<file path="src/rtl/pipeline_control_pkg.sv">
// Shared types and constants for the pipeline-control sequencer and its helpers.
package pipeline_control_pkg;

    localparam int PL_REQ_NUM = 4;

    typedef logic [1:0] pl_req_id_t;

    localparam pl_req_id_t PL_REQ_EXCEPT     = 2'd0;
    localparam pl_req_id_t PL_REQ_IRQ_CALL   = 2'd1;
    localparam pl_req_id_t PL_REQ_IRQ_RETURN = 2'd2;
    localparam pl_req_id_t PL_REQ_SYSREG     = 2'd3;

    typedef enum logic [2:0] {
        PL_IDLE  = 3'd0,
        PL_FLUSH = 3'd1,
        PL_START = 3'd2,
        PL_WAIT  = 3'd3,
        PL_DONE  = 3'd4
    } pl_state_t;

    function automatic logic [PL_REQ_NUM-1:0] pl_onehot(input pl_req_id_t id);
        logic [PL_REQ_NUM-1:0] vec;
        vec     = '0;
        vec[id] = 1'b1;
        return vec;
    endfunction

endpackage

</file>
<file path="src/rtl/pipeline_control_req_pending.sv">
// Pending-request latch with fixed-priority selection (lowest bit index wins).
module pipeline_control_req_pending
    import pipeline_control_pkg::*;
(
    input  logic                  iCLOCK,
    input  logic                  inRESET,
    input  logic                  iRESET_SYNC,
    input  logic [PL_REQ_NUM-1:0] req,
    input  logic                  clear,
    output logic                  valid,
    output pl_req_id_t            id,
    output logic [PL_REQ_NUM-1:0] pending
);

    logic [PL_REQ_NUM-1:0] clear_mask;

    assign clear_mask = clear ? pl_onehot(id) : '0;

    // NOTE: state registers use non-blocking assignments so every flop samples pre-edge values.
    always_ff @(posedge iCLOCK or negedge inRESET) begin
        if (!inRESET) begin
            pending <= '0;
        end else if (iRESET_SYNC) begin
            pending <= '0;
        end else begin
            // A request landing on the bit being cleared survives the clear.
            pending <= (pending & ~clear_mask) | req;
        end
    end

    // NOTE: outputs get a default before the if-chain so no latch is inferred.
    always_comb begin
        valid = |pending;
        id    = PL_REQ_EXCEPT;
        if (pending[PL_REQ_EXCEPT])          id = PL_REQ_EXCEPT;
        else if (pending[PL_REQ_IRQ_CALL])   id = PL_REQ_IRQ_CALL;
        else if (pending[PL_REQ_IRQ_RETURN]) id = PL_REQ_IRQ_RETURN;
        else if (pending[PL_REQ_SYSREG])     id = PL_REQ_SYSREG;
    end

endmodule

</file>
<file path="src/rtl/pipeline_control_sequencer.sv">
// Arbitrates pipeline-control requests, drains the pipeline, then runs one
// sub-controller at a time under a watchdog.
module pipeline_control_sequencer
    import pipeline_control_pkg::*;
#(
    parameter int TIMEOUT_CYCLES = 255
) (
    input  logic                  iCLOCK,
    input  logic                  inRESET,
    input  logic                  iRESET_SYNC,
    input  logic [PL_REQ_NUM-1:0] iREQ,
    input  logic                  iPIPELINE_EMPTY,
    input  logic [PL_REQ_NUM-1:0] iFINISH,
    output logic                  oPIPELINE_STALL,
    output logic [PL_REQ_NUM-1:0] oSTART,
    output logic                  oBUSY,
    output logic [PL_REQ_NUM-1:0] oPENDING,
    output logic                  oDONE,
    output logic [1:0]            oDONE_ID,
    output logic                  oTIMEOUT
);

    localparam int CW = $clog2(TIMEOUT_CYCLES + 1);
    localparam logic [CW-1:0] COUNT_LAST = CW'(TIMEOUT_CYCLES - 1);

    pl_state_t             state, state_next;
    pl_req_id_t            grant_id, grant_next;
    logic                  timeout_flag, flag_next;
    logic [CW-1:0]         count, count_next;
    logic                  grant_take;
    logic                  req_valid;
    pl_req_id_t            req_id;
    logic [PL_REQ_NUM-1:0] pending;

    pipeline_control_req_pending u_pending (
        .iCLOCK      (iCLOCK),
        .inRESET     (inRESET),
        .iRESET_SYNC (iRESET_SYNC),
        .req         (iREQ),
        .clear       (grant_take),
        .valid       (req_valid),
        .id          (req_id),
        .pending     (pending)
    );

    always_ff @(posedge iCLOCK or negedge inRESET) begin
        if (!inRESET) begin
            state        <= PL_IDLE;
            grant_id     <= PL_REQ_EXCEPT;
            timeout_flag <= 1'b0;
            count        <= '0;
        end else if (iRESET_SYNC) begin
            state        <= PL_IDLE;
            grant_id     <= PL_REQ_EXCEPT;
            timeout_flag <= 1'b0;
            count        <= '0;
        end else begin
            state        <= state_next;
            grant_id     <= grant_next;
            timeout_flag <= flag_next;
            count        <= count_next;
        end
    end

    always_comb begin
        state_next = state;
        grant_next = grant_id;
        flag_next  = timeout_flag;
        count_next = count;
        grant_take = 1'b0;
        case (state)
            PL_IDLE: begin
                if (req_valid) begin
                    grant_take = 1'b1;
                    grant_next = req_id;
                    state_next = PL_FLUSH;
                end
            end
            PL_FLUSH: begin
                if (iPIPELINE_EMPTY) state_next = PL_START;
            end
            PL_START: begin
                count_next = '0;
                state_next = PL_WAIT;
            end
            PL_WAIT: begin
                // Finish takes precedence over a watchdog expiring in the same cycle.
                if (iFINISH[grant_id]) begin
                    flag_next  = 1'b0;
                    state_next = PL_DONE;
                end else if (count == COUNT_LAST) begin
                    flag_next  = 1'b1;
                    state_next = PL_DONE;
                end else begin
                    count_next = count + CW'(1);
                end
            end
            PL_DONE: begin
                state_next = PL_IDLE;
            end
            default: begin
                state_next = PL_IDLE;
            end
        endcase
    end

    assign oPIPELINE_STALL = (state != PL_IDLE);
    assign oBUSY           = (state != PL_IDLE);
    assign oPENDING        = pending;
    assign oSTART          = (state == PL_START) ? pl_onehot(grant_id) : '0;
    assign oDONE           = (state == PL_DONE);
    assign oDONE_ID        = (state == PL_DONE) ? grant_id : PL_REQ_EXCEPT;
    assign oTIMEOUT        = (state == PL_DONE) && timeout_flag;

endmodule

</file>
<file path="config.mk">
export PLATFORM = sky130hd
export DESIGN_NAME = pipeline_control_sequencer
export DESIGN_NICKNAME = d
export VERILOG_FILES = /design/src/rtl/pipeline_control_pkg.sv /design/src/rtl/pipeline_control_req_pending.sv /design/src/rtl/pipeline_control_sequencer.sv
export SDC_FILE = /design/constraint.sdc
export NUM_CORES = 1
export LEC_CHECK = 0
export CORE_MARGIN = 5
export CORE_UTILIZATION = 47
export CTS_CLUSTER_DIAMETER = 60
export DETAILED_ROUTE_END_ITERATION = 8
export PLACE_DENSITY_LB_ADDON = 0.2
export SKIP_CTS_REPAIR_TIMING = 1
export SLEW_MARGIN = 5
export SYNTH_ARGS = -nofsm -noshare
export SYNTH_HDL_FRONTEND = slang
export SYNTH_SLANG_ARGS = --single-unit
</file>
<file path="constraint.sdc">
create_clock -name iCLOCK -period 2.3 [get_ports iCLOCK]
set_clock_uncertainty 0.05 [all_clocks]
set_input_delay 0.69 -clock iCLOCK [delete_from_list [all_inputs] [get_ports iCLOCK]]
set_output_delay 0.69 -clock iCLOCK [all_outputs]
set_load 0.005 [all_outputs]
</file>
Yosys cells after proc, flatten, opt, wreduce, memory -nomap -nowiden:

Index checks and enable logic that the tools add are counted.

* add/sub/neg operators: 1
* multipliers: 0
* div/mod/pow operators: 0
* $lt $le $gt $ge: 4
* eq/ne operators: 10
* shift operators: 0
* multiplexer cells: 33
* bitwise logic cells: 3
* reduce and logical (&&, ||, !) cells: 15

Operators with widths (count)
* 8-bit 2-to-1 mux: 3
* 2-bit 2-to-1 mux: 8
* 8-bit case mux with 2 select lines: 1
* 3-bit 2-to-1 mux: 5
* 4-bit 2-to-1 mux: 3
* 3-bit != test (second input constant): 4
* 3-bit case mux with 4 select lines: 1
* 1-bit 2-to-1 mux: 9
* 3-bit nonzero test: 3
* 8-bit by 1-bit adder with 8-bit output (second input constant): 1
* 8-bit == test (second input constant): 1
* 3-bit by 2-bit == test with 1-bit output (second input constant): 2
* 2-bit by 3-bit < comparator with 1-bit output (second input constant): 2
* 3-bit AND reduction: 2
* 2-bit nonzero test: 3
* 4-bit AND: 1
* 1-bit demux with 2-bit select: 2
* 2-bit by 1-bit >= comparator with 1-bit output (second input constant): 2
* 4-bit != test (second input constant): 1
* 4-bit inverter: 1
* 4-bit OR: 1
* 2-bit AND reduction: 2
* 4-bit OR reduction: 1
* 3-bit by 1-bit == test with 1-bit output (second input constant): 1
* other kinds (4): 6

* register bits: 18
* latch bits: 0
* RAM bits: 0
* bits in read-only memories: 0
* input bits: 12
* output and inout bits: 14
* logic and storage cells: 71
* memories kept: 0

Longest topological paths before layout:

* depth in word-level cells: 13
* gate-level depth with buffers: 7
* depth with buffers taken out: 7

Modules after synthesis:

Synthesis repeated with hierarchy kept, for this count alone.

* cells, all modules: 122
* area total of the unflattened synthesis: 1127.3 um2

Modules (own cells, without submodules)
* pipeline_control_sequencer: instances 1, cells each 99, area each 940.9 um2, sequential area each 350.3 um2
* pipeline_control_req_pending: instances 1, cells each 23, area each 186.4 um2, sequential area each 100.1 um2

Worst setup path after synthesis:

No wires, ideal clock.

* kind: input-to-reg
* from: input port iFINISH[3]
* to: register count[7]
* setup time: 78 ps
* data arrival time: 1850 ps
* data required time: 2172 ps
* path slack: 322 ps
* stages: 5
* buffers on the path: 0
* cell sequence: mux4_2 -> nand3b_4 -> o211ai_2 -> or3_1 -> a21oi_1

* longest elaborated chain between the ends: 4

RTL lines
* start: declaration: line pipeline_control_sequencer.sv:13 `input logic [PL_REQ_NUM-1:0] iFINISH,`
* 1-bit binary-select mux with 2-bit select: line pipeline_control_sequencer.sv:88 `if (iFINISH[grant_id]) begin`
* 1-bit 2-to-1 mux (not written as such): line pipeline_control_sequencer.sv:88
* 3-bit != test (no line)
* 3-bit AND reduction (no line)
* end signal: assignment: line pipeline_control_sequencer.sv:61 `count <= count_next;`
* end: declaration: line pipeline_control_sequencer.sv:29 `logic [CW-1:0] count, count_next;`

Every way passes these cells. The select of a mux whose other input is x is not followed.
A chain may end at the register's enable or synchronous reset.

Final worst setup path:

* from: register state[0]
* to: output port oTIMEOUT

* longest elaborated chain between the ends: 2

RTL lines
* start: declaration: line pipeline_control_sequencer.sv:26 `pl_state_t state, state_next;`
* start signal: assignment: line pipeline_control_sequencer.sv:58 `state <= state_next;`
* 3-bit == test: line pipeline_control_sequencer.sv:113 `assign oTIMEOUT = (state == PL_DONE) && timeout_flag;`
* 1-bit logical AND: line pipeline_control_sequencer.sv:113
* end: declaration: line pipeline_control_sequencer.sv:20 `output logic oTIMEOUT`

Every way passes these cells.

==> results.py <==
metrics = {
    "status": {
        "status": "finished with violations",
        "violations": "setup timing",
    },
    "detailed_routing": {
        "drtIter0Drc": 29,
        "avgRoutedWirePerCell_um": 13.6,
        "postRouteAntennaNets": 0,
        "viasPerCell": 5.34,
        "dr_total_vias": 950,
        "wl_um": 2430,
        "drtPass1Iterations": 4,
        "drc": 0,
    },
    "finish": {
        "utilization_pct": 73.9,
        "drive_gt1_share_pct": 19.2,
        "final_common_cell": "dfrtp_1",
        "nNetsFinal": 166,
        "fillers": 143,
        "final_cell_mix": "dfrtp_1 (17), clkdlybuf4s50_1 (16), buf_4 (15)",
        "fin_area_um2": 1480,
        "antennaDiodeCount": 0,
        "syn2layout_area_growth_pct": 46.7,
        "stdcell_count": 178,
    },
    "grt": {
        "overflow": 0,
        "grt_usage_pct": 15.8,
        "antenna_found_initial": 0,
        "grt_pass1_wl_um": 4010,
        "grt_max_degree": 19,
        "grt_pass1_vias": 885,
    },
    "power": {
        "p_leak_uw": 0.000801,
        "p_per_area_nw_per_um2": 593,
        "ir_drop_uv": 524,
    },
    "critical_path": {
        "path_depth": 3,
        "end_kind": "output pin",
        "crit_path_max_incr_delay_ps": 490,
        "worstPathMaxFanout": 4,
        "path_cells": "nor3b_4 > and2_1 > clkdlybuf4s50_1",
        "crit_slowest_cell": "clkdlybuf4s50_1",
        "rr_startpoint": "state[2]",
        "r2r-end": "count[6]",
        "r2r_slack_ps": 340,
        "crit_type": "reg -> out",
        "r2r_cells": 6,
        "crit_required_ps": 1560,
        "cp.arrival_ps": 1620,
        "cp-start-kind": "flop",
        "crit_buf_inv": 1,
        "critical-path-top-delay-family": "buffers and inverters",
    },
    "sta": {
        "setup_violations": 1,
        "worst-slew-pin-transition_ps": 391,
        "finalHoldViolations": 0,
        "layout_min_cycle_time_ps": 2360,
        "relSlewSlack_pct": 73.8,
        "worst_hold_slack_ps": 456,
        "fmaxAchievable_mhz": 424,
        "fin_crit_sh_pct": 102,
        "fin_ws_ps": -57.3,
        "rsz0062_at_grt": "true",
        "drv_slew": 0,
    },
    "min_path": {
        "hold_class": "reg -> reg",
        "hold_path_depth": 1,
        "hold_start": "count[6]",
        "whs_endpoint": "count[6]",
    },
    "die": {
        "die_h_um": 56.3,
        "die_x_um": 56.3,
        "fp.coreArea_um2": 2000,
        "rows": 16,
        "start_util_pct": 50.4,
        "dieArea_um2": 3170,
        "io_pins": 26,
    },
    "placed_design": {
        "dpl_cell_area_um2": 1370,
        "port_buffers": 25,
        "gp_congestion": 0.814,
        "dp_hpwl_um": 1810,
        "placed_cells": 171,
    },
    "clock_network": {
        "clock-root-buffer": "clkbuf_4",
        "cts_max_level": 1,
        "cts_sinks": 18,
        "cts_tree": "yes",
        "clk_pin_slew_ps": 100,
        "cts.path.max_buffers": 2,
        "numCtsBuffers": 3,
        "clock_latency_ps": 290,
    },
    "flow_run": {
        "maxCapViolCount": 0,
    },
    "logic_synthesis": {
        "synthArstFlopShare_pct": 100,
        "synth_edf_count": 0,
        "synth-seq-cells": 18,
        "synthFlopType": "dfrtp_1",
        "ys_seq_area_share_pct": 44.7,
        "ys_types": 33,
        "synthCells": 109,
        "syn-cell-area_um2": 1010,
        "syn_nets": 123,
        "ys_warn_count": 0,
        "postSynthAreaPerCell_um2": 9.25,
    },
}
[routing by layer]
metal	global-route usage (%)	share of wire [%]	up-vias
met1	20.3	47	444
met4	6.10	0.91	0
li1	-	-	478
met5	0	0	-
met2	25.4	47	26
met3	3.90	4.9	2
[power breakdown]
part           total [uW]  internal (uW)  leakage, uW  switching [uW]
Sequential            372            340     0.000242            31.9
Combinational         315            171     0.000538             144
Clock                 190           96.4    0.0000210            93.7
Total                 877            607     0.000801             270
[cell usage after synthesis (2+ instances only)]
cell / n / area (um2)
o211ai_1: 2 / 15.0
nor3_1: 5 / 25.0
a211oi_1: 4 / 30.0
nand3_1: 4 / 20.0
ha_1: 2 / 25.0
dfrtp_1: 18 / 450
nor2b_1: 3 / 18.8
and2_1: 3 / 18.8
nor2_1: 15 / 56.3
o21ai_0: 7 / 35.0
nand2_1: 5 / 18.8
o31ai_1: 3 / 22.5
a21oi_1: 8 / 40.0
xor2_1: 3 / 26.3
inv_1: 8 / 30.0
and3_1: 2 / 12.5
[worst max path at each step]
stage	startpoint	end
2_1_floorplan	iFINISH[3]	count[7]
3_5_place_dp	iFINISH[2]	count[6]
3_3_place_gp	iFINISH[3]	count[5]
4_1_cts	state[0]	oDONE_ID[1]
5_1_grt	state[0]	oTIMEOUT
6_report	state[0]	oTIMEOUT
[cell families after synthesis]
group / count (synthesis) / share of synthesized area (%)
AND/OR/NAND/NOR: 46 / 24.4
AO/OA/AOI/OAI: 29 / 19.5
flip-flops: 18 / 44.7
buffers and inverters: 10 / 4.09
XOR/XNOR: 3 / 2.61
adder cells (fa/ha/maj): 2 / 2.48
multiplexers: 1 / 2.23
[metrics by stage]
stage               total power, uW  setup TNS, ps  setup slack [ps]
CTS                             861          -1700              -286
finish                          877          -57.3             -57.3
global placement                661           -353             -93.8
global route                    938           -151              -151
floorplan                       511              0               322
detailed placement              666           -583              -136
[state kept, by name (all words and copies together), names as in the netlist]
name / count
state: 3
grant_id: 2
u_pending.pending: 4
count: 8
timeout_flag: 1
[area by class of cell]
type | count | area [um2] | area share [%]
Sequential cell | 18 | 452 | 30.5
Timing Repair Buffer | 40 | 385 | 26.1
Clock buffer | 4 | 36.3 | 2.45
Inverter | 8 | 30.0 | 2.03
Multi-Input combinational cell | 81 | 542 | 36.6
Tap cell | 27 | 33.8 | 2.28
Power figures use the tool's default switching activity.
